File: src/rtl/pps_pkg.sv
// Shared types and reset-default helpers for the PPS/blink channel bank.
package pps_pkg;

  // Config fields are carried at a fixed wide width and zero-extended from the
  // channel's CW-bit values, so one struct type serves every CW up to 64.
  localparam int PPS_CFG_W = 64;

  typedef struct packed {
    logic                 en;
    logic [PPS_CFG_W-1:0] period;  // period minus one
    logic [PPS_CFG_W-1:0] high;    // high-time in cycles
  } pps_cfg_t;

  function automatic logic [PPS_CFG_W-1:0] dflt_period(input longint rate);
    return PPS_CFG_W'(rate - 64'sd1);
  endfunction

  function automatic logic [PPS_CFG_W-1:0] dflt_high(input longint rate);
    return PPS_CFG_W'(rate / 64'sd2);
  endfunction

  // Reset config: enabled, 1 Hz period, 50 % duty.
  function automatic pps_cfg_t dflt_cfg(input longint rate);
    pps_cfg_t c;
    c.en     = 1'b1;
    c.period = dflt_period(rate);
    c.high   = dflt_high(rate);
    return c;
  endfunction

endpackage

File: src/rtl/pps_chan.sv
// One blink/PPS channel: active and pending config, period counter,
// registered LED level and one-cycle wrap strobe.
module pps_chan
  import pps_pkg::*;
#(
  parameter int CLOCK_RATE_HZ = 50_000_000,
  parameter int CW            = 32
) (
  input  logic          i_clk,
  input  logic          i_reset_n,
  input  logic          i_wr,
  input  logic          i_wr_en,
  input  logic [CW-1:0] i_wr_period,
  input  logic [CW-1:0] i_wr_high,
  input  logic          i_sync,
  output logic          o_led,
  output logic          o_pps
);

  pps_cfg_t      act_q, act_d;
  pps_cfg_t      pend_q, pend_d;
  logic          pend_vld_q, pend_vld_d;
  logic [CW-1:0] cnt_q, cnt_d;
  logic          led_q, led_d;
  logic          pps_q, pps_d;
  pps_cfg_t      wr_cfg;
  logic          wrap;

  assign wr_cfg.en     = i_wr_en;
  assign wr_cfg.period = PPS_CFG_W'(i_wr_period);
  assign wr_cfg.high   = PPS_CFG_W'(i_wr_high);

  // Counter never exceeds the period, so equality marks the last cycle.
  assign wrap = act_q.en && (PPS_CFG_W'(cnt_q) == act_q.period);

  // Next-state: count/wrap, pending hand-over at wrap or sync, write capture.
  always_comb begin
    act_d      = act_q;
    pend_d     = pend_q;
    pend_vld_d = pend_vld_q;
    cnt_d      = cnt_q;
    if (act_q.en) begin
      if (i_sync || wrap) begin
        cnt_d = '0;
        if (pend_vld_q) begin
          act_d      = pend_q;
          pend_vld_d = 1'b0;
        end
      end else begin
        cnt_d = cnt_q + CW'(1);
      end
      // A write lands after any hand-over this cycle, so it stays pending.
      if (i_wr) begin
        pend_d     = wr_cfg;
        pend_vld_d = 1'b1;
      end
    end else begin
      cnt_d = '0;
      if (i_wr) begin
        act_d      = wr_cfg;
        pend_vld_d = 1'b0;
      end
    end
    // Outputs reflect the post-edge state: a channel disabled at its wrap
    // emits no strobe, and sync suppresses the strobe entirely.
    led_d = act_d.en && (PPS_CFG_W'(cnt_d) < act_d.high);
    pps_d = wrap && act_d.en && !i_sync;
  end

  // State registers with asynchronous restore of the 1 Hz defaults.
  always_ff @(posedge i_clk or negedge i_reset_n) begin
    if (!i_reset_n) begin
      act_q      <= dflt_cfg(longint'(CLOCK_RATE_HZ));
      pend_q     <= '0;
      pend_vld_q <= 1'b0;
      cnt_q      <= '0;
      led_q      <= 1'b0;
      pps_q      <= 1'b0;
    end else begin
      act_q      <= act_d;
      pend_q     <= pend_d;
      pend_vld_q <= pend_vld_d;
      cnt_q      <= cnt_d;
      led_q      <= led_d;
      pps_q      <= pps_d;
    end
  end

  assign o_led = led_q;
  assign o_pps = pps_q;

endmodule

File: src/rtl/pps_bank.sv
// Bank of NCH independent blink/PPS channels with a shared config write port.
// Optional feature: define PPS_BANK_SYNC_EN to make i_sync phase-align all
// channels; otherwise i_sync is present but ignored.
module pps_bank
  import pps_pkg::*;
#(
  parameter int CLOCK_RATE_HZ = 50_000_000,
  parameter int NCH           = 4,
  parameter int CW            = 32
) (
  input  logic                                    i_clk,
  input  logic                                    i_reset_n,
  input  logic                                    i_wr,
  input  logic [((NCH > 1) ? $clog2(NCH) : 1)-1:0] i_wr_ch,
  input  logic                                    i_wr_en,
  input  logic [CW-1:0]                           i_wr_period,
  input  logic [CW-1:0]                           i_wr_high,
  input  logic                                    i_sync,
  output logic [NCH-1:0]                          o_led,
  output logic [NCH-1:0]                          o_pps
);

  logic           sync_s;
  logic [NCH-1:0] wr_sel;

`ifdef PPS_BANK_SYNC_EN
  assign sync_s = i_sync;
`else
  logic unused_sync;
  assign unused_sync = i_sync;
  assign sync_s      = 1'b0;
`endif

  for (genvar ch = 0; ch < NCH; ch++) begin : g_chan
    // Indices at or beyond NCH match no channel, so such writes drop out.
    assign wr_sel[ch] = i_wr && (int'(i_wr_ch) == ch);

    pps_chan #(
      .CLOCK_RATE_HZ(CLOCK_RATE_HZ),
      .CW           (CW)
    ) u_chan (
      .i_clk      (i_clk),
      .i_reset_n  (i_reset_n),
      .i_wr       (wr_sel[ch]),
      .i_wr_en    (i_wr_en),
      .i_wr_period(i_wr_period),
      .i_wr_high  (i_wr_high),
      .i_sync     (sync_s),
      .o_led      (o_led[ch]),
      .o_pps      (o_pps[ch])
    );
  end

endmodule

File: config.mk
export PLATFORM = sky130hd
export DESIGN_NAME = pps_bank
export DESIGN_NICKNAME = d
export VERILOG_FILES = /design/src/rtl/pps_pkg.sv /design/src/rtl/pps_chan.sv /design/src/rtl/pps_bank.sv
export SDC_FILE = /design/constraint.sdc
export NUM_CORES = 2
export LEC_CHECK = 0
export ABC_CLOCK_PERIOD_IN_PS = 6300
export BUFFER_PORTS_ARGS = -buffer_cell sky130_fd_sc_hd__buf_2
export CELL_PAD_IN_SITES_DETAIL_PLACEMENT = 1
export CELL_PAD_IN_SITES_GLOBAL_PLACEMENT = 2
export CORE_ASPECT_RATIO = 1.4
export CORE_MARGIN = 2
export CORE_UTILIZATION = 35
export CTS_BUF_LIST = sky130_fd_sc_hd__clkbuf_16
export CTS_CLUSTER_DIAMETER = 150
export DETAILED_ROUTE_END_ITERATION = 8
export GPL_ROUTABILITY_DRIVEN = 0
export PLACE_DENSITY_LB_ADDON = 0.1
export SLEW_MARGIN = 20
export SYNTH_ARGS = -nofsm -noshare
export SYNTH_HDL_FRONTEND = slang
export SYNTH_HIERARCHICAL = 1
export SYNTH_SLANG_ARGS = --single-unit
File: constraint.sdc
create_clock -name i_clk -period 6.3 [get_ports i_clk]
set_clock_uncertainty 0.05 [all_clocks]
set_input_delay 1.26 -clock i_clk [delete_from_list [all_inputs] [get_ports i_clk]]
set_output_delay 1.26 -clock i_clk [all_outputs]
set_load 0.05 [all_outputs]
[Word-level counts from Yosys, hierarchy flattened]
Index checks and enable logic that the tools add are counted.
Storage, ports and cells
  register bits after elaboration: 916
  input bits: 71
  logic and storage cells: 140
Cells by class
  add/sub/neg operators: 4
  $lt $le $gt $ge: 4
  eq/ne operators: 15
  muxes and demuxes: 40
  reduce and logical (&&, ||, !) cells: 37
Operators with widths (count)
  129-bit two-way mux: 16
  32-bit by 64-bit == test with 1-bit output: 4
  32-bit by 64-bit less-than comparator with 1-bit output: 4
  32-bit two-way mux: 8
  32-bit by 1-bit adder with 32-bit output, second input constant: 4
  1-bit logical AND: 16
  1-bit two-way mux: 16
  2-bit inequality test, second input constant: 8
  2-bit AND reduction: 8
  2-bit nonzero test: 8
  3-bit AND reduction: 4
  2-bit == test, second input constant: 2
  2-bit by 1-bit == test with 1-bit output, second input constant: 1
  2-bit logical NOT: 1

[Longest topological paths before layout]
  depth in word-level cells: 6
  mapped depth: 17
  gate-level depth less buffers: 15

[Cells and area by module]
The synthesis kept the hierarchy.
By module, submodules not included
  pps_chan: instances 4, cells an instance 791, area each 9859.5 µm², seq. area each 4968.5 µm²
  pps_bank: instances 1, cells an instance 5, area each 41.3 µm², seq. area each 0.0 µm²

[Worst setup path before layout]
Ideal clock, no wire load.
  kind: input-to-reg
  from: input port i_wr_ch[1] (netlist name)
  to: register g_chan[1].u_chan.led_q
  data arrival time: 4.254 ns
  data required time: 6.185 ns
  setup slack: 1.931 ns
  cell stages on the path: 13
  path buffers: 2
  path through: and3b_1 > clkbuf_1 > clkbuf_1 > mux2i_1 > mux2_2 > ha_1 > a21o_1 > a21o_1 > a2111oi_0 > o32ai_1 > a21o_1 > a211oi_1 > o21a_1
Between the ends
  cells in the longest elaborated chain, start to end: 6
RTL lines
  start, declared: line pps_bank.sv:14  | input logic [((NCH > 1) ? $clog2(NCH) : 1)-1:0] i_wr_ch,
  2-bit == test (*): line pps_bank.sv:36  | assign wr_sel[ch] = i_wr && (int'(i_wr_ch) == ch);
  1-bit logical AND (*): line pps_bank.sv:36
  129-bit two-way mux (*): line pps_chan.sv:59  | if (i_wr) begin
  129-bit two-way mux (*): line pps_chan.sv:42  | if (act_q.en) begin
  32-bit by 64-bit less-than comparator with 1-bit output: line pps_chan.sv:66  | led_d = act_d.en && (PPS_CFG_W'(cnt_d) < act_d.high);
  1-bit logical AND (*): line pps_chan.sv:66
  net g_chan[1].u_chan.led_d: line pps_chan.sv:24  | logic led_q, led_d;
  end signal, assigned: line pps_chan.sv:84  | led_q <= led_d;
  end, declared: line pps_chan.sv:24
The timed path passes the listed nets; every way through them passes the cells marked *. The select of a mux whose other input is x is not followed.
A chain may end at the register's enable or synchronous reset.

[Worst setup path after layout]
  from: register g_chan[2].u_chan.cnt_q[27]
  to: register g_chan[2].u_chan.led_q
Between the ends
  cells in the longest elaborated chain, start to end: 6
  elaborated cells between the ends (all ways): 9
  those cells by class: add/sub (1); order compare (1); eq/ne (1); mux (4); reduce/logical (2)
RTL lines
  start, declared: line pps_chan.sv:23  | logic [CW-1:0] cnt_q, cnt_d;
  start signal, assigned: line pps_chan.sv:83  | cnt_q <= cnt_d;
  parallel branches: the longest is 5 deep, another holds 32-bit by 64-bit less-than comparator with 1-bit output
  1-bit logical AND (*): line pps_chan.sv:66
  net g_chan[2].u_chan.led_d: line pps_chan.sv:24
  end signal, assigned: line pps_chan.sv:84
  end, declared: line pps_chan.sv:24
Mark *: on every way through the listed nets, which the timed path passes. The select of a mux whose other input is x is not followed.

==> impl_metrics.ini <==
[routing]
dr.pass1.iters = 5
routed_wl_um = 122000
first_iter_violations = 1221
wire_per_inst_um = 25.4
routed_via_density = 5.34
vias = 25571
ant_nets = 0
post-route-drc-count = 0

[timing]
fmax_mhz = 196
setup_viol = 0
setup_tns_ns = 0
hold_viol = 0
maxSlewViolCount = 0
grt_setup_unrepaired = no
worst_pin_slew_ns = 1.06
fin_crit_ns = 5.09
relSlewSlack_pct = 29.3
fin_crit_sh_pct = 80.8

[synthesis]
synth_area_mm2 = 0.0395
synth-edff-count = 0
syn_area_per_cell_um2 = 12.5
ys_seq_area_share_pct = 50.3
synth_area_leaders = dfrtp_1 42%, mux2_2 11%, mux2i_1 9.6%
ys_async_sr_fraction_pct = 100
synth_top_area_share_pct = 42.1
synth_cell_types = 50
synth-main-ff-cell = dfrtp_1
synth_seq_cells = 788
synth_top_area_cell = dfrtp_1
yosys_warnings = 6
synthCells = 3169

[global_routing]
grt_pass1_wl_um = 185000
grt-ovfl-total = 0
use_met2_pct = 35.8
grt_use_total_pct = 21.3
grt_start_max_net_pins = 147
globalRouteMet3Util_pct = 2.26
use_met1_pct = 28.9
grt.busiest_layer = met2
grt_pass1_vias = 27983
antenna_found_initial = 5

[floorplanning]
die-area_mm2 = 0.116
num_io_pins = 79
fp.dieH_um = 401
start_util_pct = 35.3
core.rowCount = 145
die_w_um = 288
core_mm2 = 0.112

[cells_and_area]
drive_gt1_share_pct = 24.3
nFillCells = 11770
final_cells = 4787
nNetsFinal = 3441
layout_common_cells = 664 x dfrtp_1, 388 x mux2_2, 380 x mux2i_1
syn_to_final_growth_pct = 12.5
layout_commonest_cell = dfrtp_1

[clock_network]
post_cts_buffers = 0
cts_buffer_depth = 3
cts.clk_slew.worst_paths_ns = 0.07
h-tree-depth = 3
cts_sinks = 788
cts_made_buffers = 86
cts_root_buf = clkbuf_16
cts_resized = 0
insertion_delay_ns = 0.68
tritoncts = done
holdBufCountCts = 0

[placement]
dp.cells = 4622
post-dp-hpwl_um = 86800
io_buffers = 77

[power_and_ir_drop]
p_per_area_mw_per_mm2 = 442
p_leak_nw = 20.1
ir_drop_uv = 209

[flow_run]
drv_cap = 0

[setup_path]
arrival_ns = 5.62
crit_path_end_kind = flop
cp_max_fo = 19
crit_type = reg2reg
cp-start-kind = flop
crit_required_ns = 6.82

[worst_hold_path]
hp-class = reg2reg

[run_status]
status = finished, final reports clean
synthesized netlist by cell type, types with 48 or more instances:
cell type and number:
nand3_1 48, mux2i_1 380, clkbuf_1 116, dfstp_2 124, nor2_1 168, ha_1 128, xnor2_1 148, xor2_1 100
dfrtp_1 664, mux2_2 388, and2_1 156, nand2_1 64, a221o_1 128, and2_0 104, nand4_1 84
flip-flops by register name, indices dropped and copies added, names as in the netlist:
signal and cells:
g_chan.u_chan/pend_vld_q 4, g_chan.u_chan/o_pps 4, g_chan.u_chan/cnt_q 128, g_chan.u_chan/act_q 388
g_chan.u_chan/pend_q 260, g_chan.u_chan/o_led 4
cell type report:
class                   count  area [µm²]  share of cell area (%)
clock buffers              87        2180                    4.90
clock inverters            75         592                    1.33
well taps                1470        1840                    4.14
repair buffers            130         896                    2.02
flip-flops and latches    788       19900                    44.8
inverters                  20        75.1                   0.169
diodes                      1        2.50                 0.00563
multi-input cells        2216       19000                    42.7
per-stage QoR:
| stage | total power, mW | hold slack (ns) | area (µm²) | setup slack [ns] | utilization [%] |
|---|---|---|---|---|---|
| 2_1_floorplan | 12.6 | 0.404 | 39600 | 1.93 | - |
| 3_3_place_gp | 14.4 | 0.419 | 41600 | 1.05 | 37.2 |
| 3_5_place_dp | 14.8 | 0.422 | 41600 | 1.06 | 37.2 |
| 4_1_cts | 19.9 | 0.435 | 44300 | 1.01 | 39.7 |
| 5_1_grt | 20.9 | 0.448 | 44400 | 0.922 | 39.8 |
| 6_report | 19.7 | 0.433 | 44400 | 1.21 | 39.8 |
worst paths after layout:
check	startpoint	to	slack [ns]	cells past startpoint
worst max-delay path	g_chan[2].u_chan/cnt_q[27]	g_chan[2].u_chan/o_led	1.21	15
worst min-delay path	g_chan[3].u_chan/pend_q[65]	g_chan[3].u_chan/act_q[65]	0.43	1
worst max register to register	g_chan[2].u_chan/cnt_q[27]	g_chan[2].u_chan/o_led	1.21	15
worst min register to register	g_chan[3].u_chan/pend_q[65]	g_chan[3].u_chan/act_q[65]	0.43	1
max in group asynchronous	i_reset_n	g_chan[0].u_chan/act_q[0]	4.18	2
min in group asynchronous	i_reset_n	g_chan[3].u_chan/act_q[36]	0.57	1
report_power, final:
part / internal (mW) / switching [mW] / total [mW]
Combinational: 3.14 / 3.34 / 6.48
Clock: 2.85 / 2.17 / 5.02
Sequential: 6.99 / 1.17 / 8.16
Total: 13.0 / 6.68 / 19.7
critical path, cell delays in order, from the launching register on:
cell and delay (ns):
dfrtp_1 0.43, xnor2_1 0.31, nand4_1 0.21, nor4_4 0.46
and4b_1 0.36, o21ai_4 0.28, buf_4 0.35, mux2i_1 0.18
mux2_2 0.31, ha_1 0.29, a211o_1 0.31, a221oi_1 0.38
o221ai_1 0.17, a32o_1 0.25, a211oi_1 0.31, o21a_1 0.31
metal layers:
layer | vias up | part of all wire (%)
met2 | 311 | 49
met3 | 110 | 2.5
met5 | - | 0.021
li1 | 11636 | -
met4 | 4 | 2.4
met1 | 13510 | 46
cell families (layout without fill, tap and decap cells):
kind of cell | Yosys count | after routing | share of synthesized area, %
XOR/XNOR | 248 | 248 | 5.50
AO/OA/AOI/OAI | 288 | 288 | 6.14
flip-flops | 788 | 788 | 50.3
multiplexers | 768 | 768 | 20.7
adder cells (fa/ha/maj) | 128 | 128 | 4.06
buffers and inverters | 184 | 312 | 2.14
AND/OR/NAND/NOR | 764 | 764 | 11.1
other | 1 | 21 | 0.00950
Note: power is estimated with default switching activity, not from simulation.
